### config.mk
export PLATFORM = sky130hd
export DESIGN_NAME = regfile_wb_arbiter
export DESIGN_NICKNAME = d
export VERILOG_FILES = /design/src/rtl/regfile_wb_arbiter_pkg.sv /design/src/rtl/regfile_wb_arbiter_scoreboard.sv /design/src/rtl/regfile_wb_arbiter.sv
export SDC_FILE = /design/constraint.sdc
export NUM_CORES = 1
export LEC_CHECK = 0
export CAP_MARGIN = 20
export CORE_ASPECT_RATIO = 1.5
export CORE_UTILIZATION = 42
export DETAILED_ROUTE_END_ITERATION = 8
export PLACE_DENSITY_LB_ADDON = 0.2
export SLEW_MARGIN = 25
export SYNTH_ARGS = -nofsm -noshare
export SYNTH_HDL_FRONTEND = slang
export SYNTH_SLANG_ARGS = --single-unit
### constraint.sdc
create_clock -name i_clk -period 3.4 [get_ports i_clk]
set_input_delay 0.68 -clock i_clk [delete_from_list [all_inputs] [get_ports i_clk]]
set_output_delay 0.68 -clock i_clk [all_outputs]
set_load 0.005 [all_outputs]
### src/rtl/regfile_wb_arbiter_pkg.sv
// Shared constants for the register-file write-port arbiter: datapath sizes,
// arbitration state encoding and the default starvation limit.
package regfile_wb_arbiter_pkg;

    localparam int RF_DATA_WIDTH   = 32;
    localparam int RF_NUM_REGISTER = 32;

    localparam int WBARB_STARVE_LIMIT = 4;

    localparam logic WBARB_ALU_PRIO = 1'b0;
    localparam logic WBARB_MD_PRIO  = 1'b1;

    typedef enum logic {
        ALU_PRIO = WBARB_ALU_PRIO,
        MD_PRIO  = WBARB_MD_PRIO
    } arb_state_t;

    // True once mul/div has lost enough consecutive conflicts to be promoted.
    function automatic logic starve_reached(input logic [3:0] cnt_next, input int limit);
        return cnt_next >= 4'(limit);
    endfunction

endpackage

### src/rtl/regfile_wb_arbiter_scoreboard.sv
// Busy-register scoreboard for outstanding mul/div results; flags decode
// hazards on any operand or destination that is still waiting for its result.
module wb_scoreboard
    import regfile_wb_arbiter_pkg::*;
#(
    parameter  int NUM_REGISTER = RF_NUM_REGISTER,
    localparam int AW           = $clog2(NUM_REGISTER)
) (
    input  logic                    i_clk,
    input  logic                    i_rst,
    input  logic                    i_set,
    input  logic [AW-1:0]           i_set_addr,
    input  logic                    i_clr,
    input  logic [AW-1:0]           i_clr_addr,
    input  logic [AW-1:0]           i_rs1_addr,
    input  logic [AW-1:0]           i_rs2_addr,
    input  logic [AW-1:0]           i_dec_rd_addr,
    output logic                    o_hazard
);

    logic [NUM_REGISTER-1:0] busy;
    logic [NUM_REGISTER-1:0] busy_next;

    // Clear is applied first so a same-cycle issue to the same register wins.
    always_comb begin
        busy_next = busy;
        if (i_clr) begin
            busy_next[i_clr_addr] = 1'b0;
        end
        if (i_set && (i_set_addr != '0)) begin
            busy_next[i_set_addr] = 1'b1;
        end
        busy_next[0] = 1'b0;
    end

    always_ff @(posedge i_clk or posedge i_rst) begin
        if (i_rst) begin
            busy <= '0;
        end else begin
            busy <= busy_next;
        end
    end

    assign o_hazard = busy[i_rs1_addr] | busy[i_rs2_addr] | busy[i_dec_rd_addr];

endmodule

### src/rtl/regfile_wb_arbiter.sv
// Shares the register-file write port between the ALU/load path and mul/div.
// Define WBARB_STARVE_EN to enable starvation promotion of mul/div; otherwise ALU has strict priority.
module regfile_wb_arbiter
    import regfile_wb_arbiter_pkg::*;
#(
    parameter  int DATA_WIDTH   = RF_DATA_WIDTH,
    parameter  int NUM_REGISTER = RF_NUM_REGISTER,
    parameter  int STARVE_LIMIT = WBARB_STARVE_LIMIT,
    localparam int AW           = $clog2(NUM_REGISTER)
) (
    input  logic                  i_clk,
    input  logic                  i_rst,
    input  logic                  i_alu_valid,
    input  logic [AW-1:0]         i_alu_rd_addr,
    input  logic [DATA_WIDTH-1:0] i_alu_rd,
    output logic                  o_alu_ready,
    input  logic                  i_md_valid,
    input  logic [AW-1:0]         i_md_rd_addr,
    input  logic [DATA_WIDTH-1:0] i_md_rd,
    output logic                  o_md_ready,
    input  logic                  i_md_issue,
    input  logic [AW-1:0]         i_md_issue_rd,
    input  logic [AW-1:0]         i_rs1_addr,
    input  logic [AW-1:0]         i_rs2_addr,
    input  logic [AW-1:0]         i_dec_rd_addr,
    output logic                  o_hazard,
    output logic                  o_we,
    output logic [AW-1:0]         o_rd_addr,
    output logic [DATA_WIDTH-1:0] o_rd,
    output arb_state_t            o_arb_state
);

    // Handshake: a request transfers in any cycle where valid && ready; the
    // requester holds valid/address/data stable until that cycle. Ready depends
    // only on the valids, addresses and arbitration state, never on itself.

    if (STARVE_LIMIT < 1 || STARVE_LIMIT > 15) begin : g_bad_limit
        $error("STARVE_LIMIT must be within 1..15");
    end

    logic alu_real;
    logic md_real;
    logic md_prio;
    logic alu_ready_c;
    logic md_ready_c;
    logic alu_write;
    logic md_write;

    // x0 requests never touch the port, so only real writes can conflict.
    assign alu_real = i_alu_valid && (i_alu_rd_addr != '0);
    assign md_real  = i_md_valid  && (i_md_rd_addr  != '0);

    assign alu_ready_c = !i_rst && i_alu_valid && !(alu_real && md_real &&  md_prio);
    assign md_ready_c  = !i_rst && i_md_valid  && !(alu_real && md_real && !md_prio);

    assign o_alu_ready = alu_ready_c;
    assign o_md_ready  = md_ready_c;

    assign alu_write = alu_ready_c && alu_real;
    assign md_write  = md_ready_c  && md_real;

`ifdef WBARB_STARVE_EN
    arb_state_t state;
    logic [3:0] starve_cnt;
    logic [3:0] starve_cnt_inc;

    assign starve_cnt_inc = starve_cnt + 4'd1;

    always_ff @(posedge i_clk or posedge i_rst) begin
        if (i_rst) begin
            state      <= ALU_PRIO;
            starve_cnt <= '0;
        end else if (md_ready_c) begin
            state      <= ALU_PRIO;
            starve_cnt <= '0;
        end else if ((state == ALU_PRIO) && i_md_valid) begin
            // mul/div asked and lost this cycle
            starve_cnt <= starve_cnt_inc;
            if (starve_reached(starve_cnt_inc, STARVE_LIMIT)) begin
                state <= MD_PRIO;
            end
        end
    end

    assign md_prio     = (state == MD_PRIO);
    assign o_arb_state = state;
`else
    assign md_prio     = 1'b0;
    assign o_arb_state = ALU_PRIO;
`endif

    // At most one of alu_write / md_write is set in any cycle.
    always_ff @(posedge i_clk or posedge i_rst) begin
        if (i_rst) begin
            o_we      <= 1'b0;
            o_rd_addr <= '0;
            o_rd      <= '0;
        end else begin
            o_we <= alu_write || md_write;
            if (alu_write) begin
                o_rd_addr <= i_alu_rd_addr;
                o_rd      <= i_alu_rd;
            end else if (md_write) begin
                o_rd_addr <= i_md_rd_addr;
                o_rd      <= i_md_rd;
            end
        end
    end

    wb_scoreboard #(
        .NUM_REGISTER (NUM_REGISTER)
    ) u_scoreboard (
        .i_clk         (i_clk),
        .i_rst         (i_rst),
        .i_set         (i_md_issue),
        .i_set_addr    (i_md_issue_rd),
        .i_clr         (md_ready_c),
        .i_clr_addr    (i_md_rd_addr),
        .i_rs1_addr    (i_rs1_addr),
        .i_rs2_addr    (i_rs2_addr),
        .i_dec_rd_addr (i_dec_rd_addr),
        .o_hazard      (o_hazard)
    );

endmodule

**Yosys cells after proc, flatten, opt, wreduce, memory -nomap -nowiden**

Cells that the tools add are included.

- Register bits after elaboration: 69

- Magnitude comparators: 7
- Reduce and logical (&&, ||, !) cells: 18
- Bitwise gates (word level): 5
- Muxes and demuxes: 16

Operators with widths:

| operator | number |
|---|---|
| $mux W32 | 4 |
| $and A32 B32 Y32 | 1 |
| $not A32 Y32 | 1 |
| $or A32 B32 Y32 | 1 |
| $lt A5 B6 Y1 const B | 5 |
| $bmux W1 S5 | 3 |
| $reduce_bool A5 Y1 | 3 |
| $logic_and A1 B1 Y1 | 11 |
| $demux W1 S5 | 2 |
| $ge A5 B1 Y1 const B | 2 |
| $mux W5 | 2 |
| $mux W1 | 5 |
| $logic_not A1 Y1 | 2 |
| $or A1 B1 Y1 | 2 |
| $reduce_bool A2 Y1 | 1 |
| $logic_or A1 B1 Y1 | 1 |

**Logic depth before layout (Yosys ltp)**

Gate-level depths: netlist (run 1).

- Depth after elaboration: 9
- Gate-level depth with buffers: 7

**By module**

Synthesis (run 1) repeated with hierarchy kept, for this count alone.

- Cell total of the unflattened synthesis: 407
- Area, all modules: 3880.0 um^2

By module, submodules not included:

| module | area an instance (um^2) | cells an instance | instances |
|---|---|---|---|
| wb_scoreboard | 2105.8 | 195 | 1 |
| regfile_wb_arbiter | 1774.2 | 212 | 1 |

**Least setup slack after synthesis (run 1)**

OpenSTA, ideal clock, no wires.

- Path kind: input to register
- From: input i_rst
- To: register u_scoreboard.busy[29]
- Path slack: -306 ps
- Arrival time: 3585 ps
- Buffers on the path: 0
- Data required time: 3279 ps
- Cell stages on the path: 5
- Cells stage by stage: inv_1 -> nand2_1 -> a2111oi_2 -> nand2b_1 -> a22o_1

- Cells in the longest elaborated chain, start to end: 6

RTL lines:

| item | RTL line | RTL |
|---|---|---|
| from (decl) | regfile_wb_arbiter.sv:12 | `input logic i_rst,` |
| $logic_not A1 Y1 (no line) (*) | - |  |
| $logic_and A1 B1 Y1 (*) (2 in a row) | regfile_wb_arbiter.sv:54 | `assign md_ready_c = !i_rst && i_md_valid && !(alu_real && md_real && !md_prio);` |
| $mux W32 (*) | regfile_wb_arbiter_scoreboard.sv:27 | `if (i_clr) begin` |
| $or A32 B32 Y32 (no line) | - |  |
| $mux W32 (*) | regfile_wb_arbiter_scoreboard.sv:30 | `if (i_set && (i_set_addr != '0)) begin` |
| net u_scoreboard.busy_next[29] | regfile_wb_arbiter_scoreboard.sv:22 | `logic [NUM_REGISTER-1:0] busy_next;` |
| to (signal assigned) | regfile_wb_arbiter_scoreboard.sv:40 | `busy <= busy_next;` |
| to (decl) | regfile_wb_arbiter_scoreboard.sv:21 | `logic [NUM_REGISTER-1:0] busy;` |

Mark *: on every way through the listed nets, which the timed path passes. The rest lies on a longest branch.
A chain may end at the register's enable or synchronous reset.

**Final worst setup path (run 1)**

- From: input i_md_rd_addr[2]
- To: output o_md_ready

- Cells in the longest elaborated chain, start to end: 5

RTL lines:

| item | RTL line | RTL |
|---|---|---|
| from (decl) | regfile_wb_arbiter.sv:18 | `input logic [AW-1:0] i_md_rd_addr,` |
| $reduce_bool A5 Y1 | regfile_wb_arbiter.sv:51 | `assign md_real = i_md_valid && (i_md_rd_addr != '0);` |
| $logic_and A1 B1 Y1 | regfile_wb_arbiter.sv:51 |  |
| $logic_and A1 B1 Y1 | regfile_wb_arbiter.sv:54 |  |
| $logic_not A1 Y1 | regfile_wb_arbiter.sv:54 |  |
| $logic_and A1 B1 Y1 | regfile_wb_arbiter.sv:54 |  |
| to (decl) | regfile_wb_arbiter.sv:20 | `output logic o_md_ready,` |

Every way passes these cells.

==> results of run 1 <==
## cell type report
| type | count | area [um2] | share of cell area |
|---|---|---|---|
| Sequential cell | 69 | 1730 | 0.275 |
| Multi-Input combinational cell | 267 | 2440 | 0.388 |
| Tap cell | 115 | 144 | 0.0229 |
| Inverter | 8 | 33.8 | 0.00537 |
| Timing Repair Buffer | 166 | 1630 | 0.259 |
| Clock inverter | 4 | 45.0 | 0.00717 |
| Clock buffer | 12 | 267 | 0.0424 |
## logic make-up after synthesis
logic type             count (synthesis)  share of synthesized area
and+or+nand+nor                      109                      0.127
muxes                                106                      0.341
DFF                                   69                      0.403
AOI/OAI and AO/OA                     51                     0.0934
buffers and inverters                 30                     0.0350
other                                  1                   0.000874
## path summary, 6_finish.rpt
kind,from,to,slack [ns],cells after the start
worst max-delay path,i_md_rd_addr[2],o_md_ready,0.09,5
worst min-delay path,o_rd[1],o_rd[1],0.49,1
worst max register to register,o_rd[20],o_rd[20],2.60,1
worst min register to register,o_rd[1],o_rd[1],0.49,1
max in group asynchronous,i_rst,o_rd[14],1.80,3
min in group asynchronous,i_rst,o_rd[8],1.02,3
## state kept, by name, summed over array words and instances, names as in the netlist
name and cells:
u_scoreboard.busy 31, o_we 1, o_rd_addr 5, o_rd 32
## worst max-delay path: cells and delay by family
family / cells / cell delay [ns]
buffers and inverters: 2 / 1.03
AND/OR/NAND/NOR: 2 / 0.70
AO/OA/AOI/OAI: 1 / 0.22
## placed cells by master, fill, tap and decap left out, drive strengths merged, types with 5 or more instances in the layout
cell and count:
clkbuf 13, nand2 53, clkdlybuf4s50 132, mux2 75, mux2i 12, nor2b 5, inv 7, nor2 11
dfrtp 69, mux4 19, nor3b 5, nand2b 8, buf 27, o21ai 18, a22o 16
## power breakdown
group / internal (uW) / switching, uW
Combinational: 594 / 298
Sequential: 997 / 158
Clock: 623 / 323
Total: 2210 / 779
## metrics by stage
stage / hold WS [ns] / TNS [ns] / worst slack (ns) / area (um2)
6_report: 0.494 / 0 / 0.0927 / 6290
5_1_grt: 0.511 / 0 / 0.0318 / 6290
4_1_cts: 0.496 / 0 / 0.00280 / 6280
3_5_place_dp: 0.484 / -0.439 / -0.439 / 5960
3_3_place_gp: 0.472 / -0.437 / -0.437 / 5960
2_1_floorplan: 0.489 / 0 / 0.263 / 4290
## metal layers
metal  routed length (um)  vias to the layer above
li1                     -                     1667
met1                 4160                     1763
met2                 6510                      147
met3                  967                       30
met4                  496                        0
met5                    0                        -
## timing repair
item,4_1_cts,5_1_grt
pin swaps,1,0
resized for setup,10,4
setup endpoints to repair,1,1
==> flow_summary.yaml, run 1 <==
setup_path:
  worst-path-max-fanout: 2
  critical-path-top-cell-by-count: "sky130_fd_sc_hd__clkdlybuf4s50_1"
  worst_ep_arrival_time_ns: 2.63
  crit_path_cell_trace: "clkdlybuf4s50_1 -> or3_4 -> or2_4 -> a31oi_4 -> clkdlybuf4s50_1"
  cp.required_ns: 2.72
  worst_setup_path_start_kind: "input port"
  critPathKind: "input port to output port"
  worst_path_max_delay_cell: "sky130_fd_sc_hd__clkdlybuf4s50_1"
  setup.worst_path.end_class: "output port"
  cp_slowest_stage_delay_ns: 0.56
clock_tree:
  clock-root-buffer: "sky130_fd_sc_hd__clkbuf_16"
  cts.sink_count: 69
  insertion_delay_ns: 0.32
  cts-htree-levels: 3
  cts_clk_pin_slew_worst_paths_ns: 0.05
  post_cts_setup_inserts: 0
  cts_hold_buf: 0
  cts_tree: "done"
  cts_max_path_buffers: 2
  cts_inserted_buffers: 9
power_and_ir_drop:
  cellLeakagePower_uw: 0.00267
  finalPower_uw: 2990
  powerDensity_mw_per_mm2: 476
  vdd_drop_max_uv: 331
drt:
  avgViaCountPerCell: 5.63
  detail_route.iter0.violations: 241
  drt_first_pass_iters: 7
  wl_per_cell_um: 18.9
  vias: 3607
  drt_drc_violations_left: 10
  routed_wire_length_mm: 12.1
  drtAntennaViolNets: 0
grt:
  largest_net_degree_at_the_start_of_global_routing: 70
  antenna_found_initial: 0
  grt_first_pass_wirelength_mm: 19.8
  use_met3: 0.0734
  gr-usage-met1: 0.247
  grt_overflow_total: 0
  vias_in_the_first_global_route: 3902
  track_usage: 0.245
  groute.layer.met2.usage: 0.443
  grt_most_used_layer: "met2"
sta:
  post-route-period-util: 0.973
  final_period_minus_worst_setup_slack_ns: 3.31
  worstMarginPinSlew_ns: 0.856
  final-max-slew-violation-count: 0
  finalHoldViolations: 0
  rsz0062_at_grt: "no"
  timing.slew.headroom: 0.429
  final-setup-viol-count: 0
  fin_worst_skew_ns: 0
  achievable-frequency_mhz: 302
yosys:
  gate_count_of_the_mapped_netlist: 366
  yosys_register_bits: 69
  synth_edf_count: 0
  asyncSetResetFlopFracSynth: 1.00
  synth.distinct_cells: 48
  postSynthNetCount: 465
  synth_largest_type_area_fraction: 0.403
  syn-mean-instance-area_um2: 11.7
  synthesis.area_mm2: 0.00429
  ranking_of_synthesized_cells_by_instance_count: "69 x sky130_fd_sc_hd__dfrtp_1, 53 x sky130_fd_sc_hd__nand2_1, 49 x sky130_fd_sc_hd__mux2_2, 19 x sky130_fd_sc_hd__mux2_4, 19 x sky130_fd_sc_hd__mux4_2"
  synth_top_cells_by_area: "sky130_fd_sc_hd__dfrtp_1 40%, sky130_fd_sc_hd__mux2_2 13%, sky130_fd_sc_hd__mux4_2 10%, sky130_fd_sc_hd__mux2_4 6.7%, sky130_fd_sc_hd__nand2_1 4.6%"
  synth-warning-count: 0
  ys_seq_area_frac: 0.403
  post-synth-top-area-cell: "sky130_fd_sc_hd__dfrtp_1"
  synthFlopType: "sky130_fd_sc_hd__dfrtp_1"
  synthMostInstantiatedCell: "sky130_fd_sc_hd__dfrtp_1"
die:
  die_width_um: 84.5
  core_mm2: 0.00980
  start_util: 0.438
  floorplan.die_area_mm2: 0.0106
  die_height_um: 126
  placementRows: 44
  ios: 141
layout:
  antenna-diode-count: 0
  layout.nets: 620
  filler_cell_count: 799
  areaGrowthSynthToFinish_pct: 46.6
  drive_gt1_frac: 0.272
  final_util: 0.641
  layoutNonFillerInstCount: 641
place:
  numPlacedInstances: 625
  place_hpwl_mm: 9.61
  gp_congestion: 0.889
  port_buffers: 139
run_status:
  status: "complete, but fails checks"
  violated_checks: "design-rule violations"
job:
  timing.max_cap.violations: 0
hold_path:
  worst_min_delay_path_category: "flop to flop"
(Power assumes the default switching activity.)
==> run 2, diff against run 1 <==
Settings changed: CORE_UTILIZATION 42 to 60, CTS_BUF_LIST set to sky130_fd_sc_hd__clkbuf_2, DONT_BUFFER_PORTS set to 1, SKIP_LAST_GASP set to 1.
==> flow_summary.yaml, run 2 (synthesis gave the netlist of run 1 again) <==
setup_path:
  worst_path_max_delay_cell: "sky130_fd_sc_hd__dfrtp_1"
  cp.required_ns: 2.72
  r2r_end: "o_rd_addr[1]"
  worst_ep_arrival_time_ns: 2.36
  crit_path_cell_trace: "mux4_2 -> mux2_2 -> and3_1 -> a2111oi_2 -> nand4_1"
  worst-path-max-fanout: 4
  setup.worst_path.end_class: "output port"
  worst_setup_path_start_kind: "flop"
  cp_slowest_stage_delay_ns: 0.46
  r2r_slack_ns: 2.57
  r2r.worst_path.cells: 1
  crit_reg_reg_startpoint: "o_rd_addr[1]"
  critPathKind: "flop to output port"
layout:
  most-common-layout-cells: "69 x sky130_fd_sc_hd__dfrtp_1, 53 x sky130_fd_sc_hd__nand2_1, 49 x sky130_fd_sc_hd__mux2_2"
  areaGrowthSynthToFinish_pct: 3.30
  multiInputGateArea_mm2: 0.00242
  sequential_cell_area_mm2: 0.00173
  antenna-diode-count: 0
  filler_cell_count: 553
  drive_gt1_frac: 0.325
  final_common_cell: "sky130_fd_sc_hd__dfrtp_1"
  largest_register_ff_count: 32
  layout.nets: 460
  max_flop_register: "o_rd"
  top_regs: "o_rd x32, u_scoreboard.busy x31, o_rd_addr x5"
place:
  detailedPlace.worstSlack_ns: 0.547
  place_hpwl_mm: 7.62
  gp_congestion: 0.922
  port_buffers: 0
die:
  placementRows: 37
  core_mm2: 0.00690
  die_height_um: 106
  die_width_um: 71.0
  ios: 141
  start_util: 0.622
  floorplan.die_area_mm2: 0.00750
sta:
  timing.slew.headroom: 0.438
  fin_worst_hold_slack_ns: 0.308
  final-max-slew-violation-count: 0
  timing.setup.tns_ns: 0
  final-setup-viol-count: 0
  achievable-frequency_mhz: 329
  rsz0062_at_grt: "no"
  finalWorstSetupSlack_ns: 0.358
  worstMarginPinSlew_ns: 0.843
  post-route-period-util: 0.895
  finalHoldViolations: 0
  fin_worst_skew_ns: 0
  final_period_minus_worst_setup_slack_ns: 3.04
grt:
  grt_first_pass_wirelength_mm: 16.0
  track_usage: 0.286
  vias_in_the_first_global_route: 3142
  grt_overflow_total: 0
  largest_net_degree_at_the_start_of_global_routing: 70
  antenna_found_initial: 0
drt:
  routed_wire_length_mm: 9.89
  drt_first_pass_iters: 7
  drt_drc_violations_left: 4
  avgViaCountPerCell: 6.66
  wl_per_cell_um: 22.3
  detail_route.iter0.violations: 148
  drtAntennaViolNets: 0
  vias: 2957
clock_tree:
  post_cts_setup_inserts: 0
  post_cts.resized_instances: 0
  cts_tree: "done"
  cts_inserted_buffers: 9
  clock-root-buffer: "sky130_fd_sc_hd__clkbuf_2"
  cts_clk_pin_slew_worst_paths_ns: 0.19
  cts.sink_count: 69
  cts-htree-levels: 3
  cts_max_path_buffers: 2
  insertion_delay_ns: 0.48
  cts_hold_buf: 0
run_status:
  violated_checks: "design-rule violations"
  status: "complete, but fails checks"
hold_path:
  worstHoldEndpoint: "u_scoreboard.busy[31]"
  timing.hold.worst.start: "i_md_issue_rd[1]"
  worst_min_delay_path_category: "input port to flop"
  whs_path_depth: 2
job:
  timing.max_cap.violations: 0
power_and_ir_drop:
  powerDensity_mw_per_mm2: 481
  cellLeakagePower_uw: 0.00190
  vdd_drop_max_uv: 266
-- run 2: report_power, final --
group | internal [uW] | switching, uW
registers | 993 | 180
clock network | 166 | 280
logic | 331 | 179
-- run 2: how the worst max path moves through the flow --
stage,slack (ns),from,endpoint,cells after the start
floorplan,0.26,i_rst,o_rd[22],7
global placement,0.60,i_md_rd_addr[2],o_rd[8],5
detailed placement,0.55,i_md_rd_addr[2],o_rd[8],5
CTS,0.32,u_scoreboard.busy[17],o_hazard,5
global route,0.18,u_scoreboard.busy[17],o_hazard,5
finish,0.36,u_scoreboard.busy[21],o_hazard,5
-- run 2: metrics by stage --
step | total power [uW] | cells | utilization | cell area (um2)
after floorplan | 1590 | 366 | - | 4290
after global placement | 1680 | 428 | 0.627 | 4330
after detailed placement | 1700 | 428 | 0.627 | 4330
after CTS | 2140 | 444 | 0.642 | 4430
after global routing | 2250 | 444 | 0.642 | 4430
final | 2130 | 444 | 0.642 | 4430
-- run 2: cell type report --
class,count,share of cell area
multi-input combinational,267,0.547
sequential,69,0.390
tap,78,0.0220
inverter,8,0.00762
clock buffer,10,0.0113
clock inverter,6,0.0121
timing repair buffer,6,0.0102
-- run 2: routing by layer --
metal	vias to the layer above	track usage	routed length [um]
met4	0	0.126	246
met3	20	0.0918	833
li1	1336	-	-
met1	1462	0.313	3410
met5	-	0	0
met2	139	0.499	5400
-- run 2: worst max-delay path: cells and delay by family, from the launching register on --
| kind | cells | cell delay, ns |
|---|---|---|
| AO/OA/AOI/OAI | 1 | 0.33 |
| flip-flops | 1 | 0.46 |
| multiplexers | 2 | 0.72 |
| AND/OR/NAND/NOR | 2 | 0.35 |
==> run 3, diff against run 2 <==
Settings changed: CAP_MARGIN 20 to 30.
==> results of run 3 <==
Same layout as run 2: the final DEF is identical, and so are final timing and power.
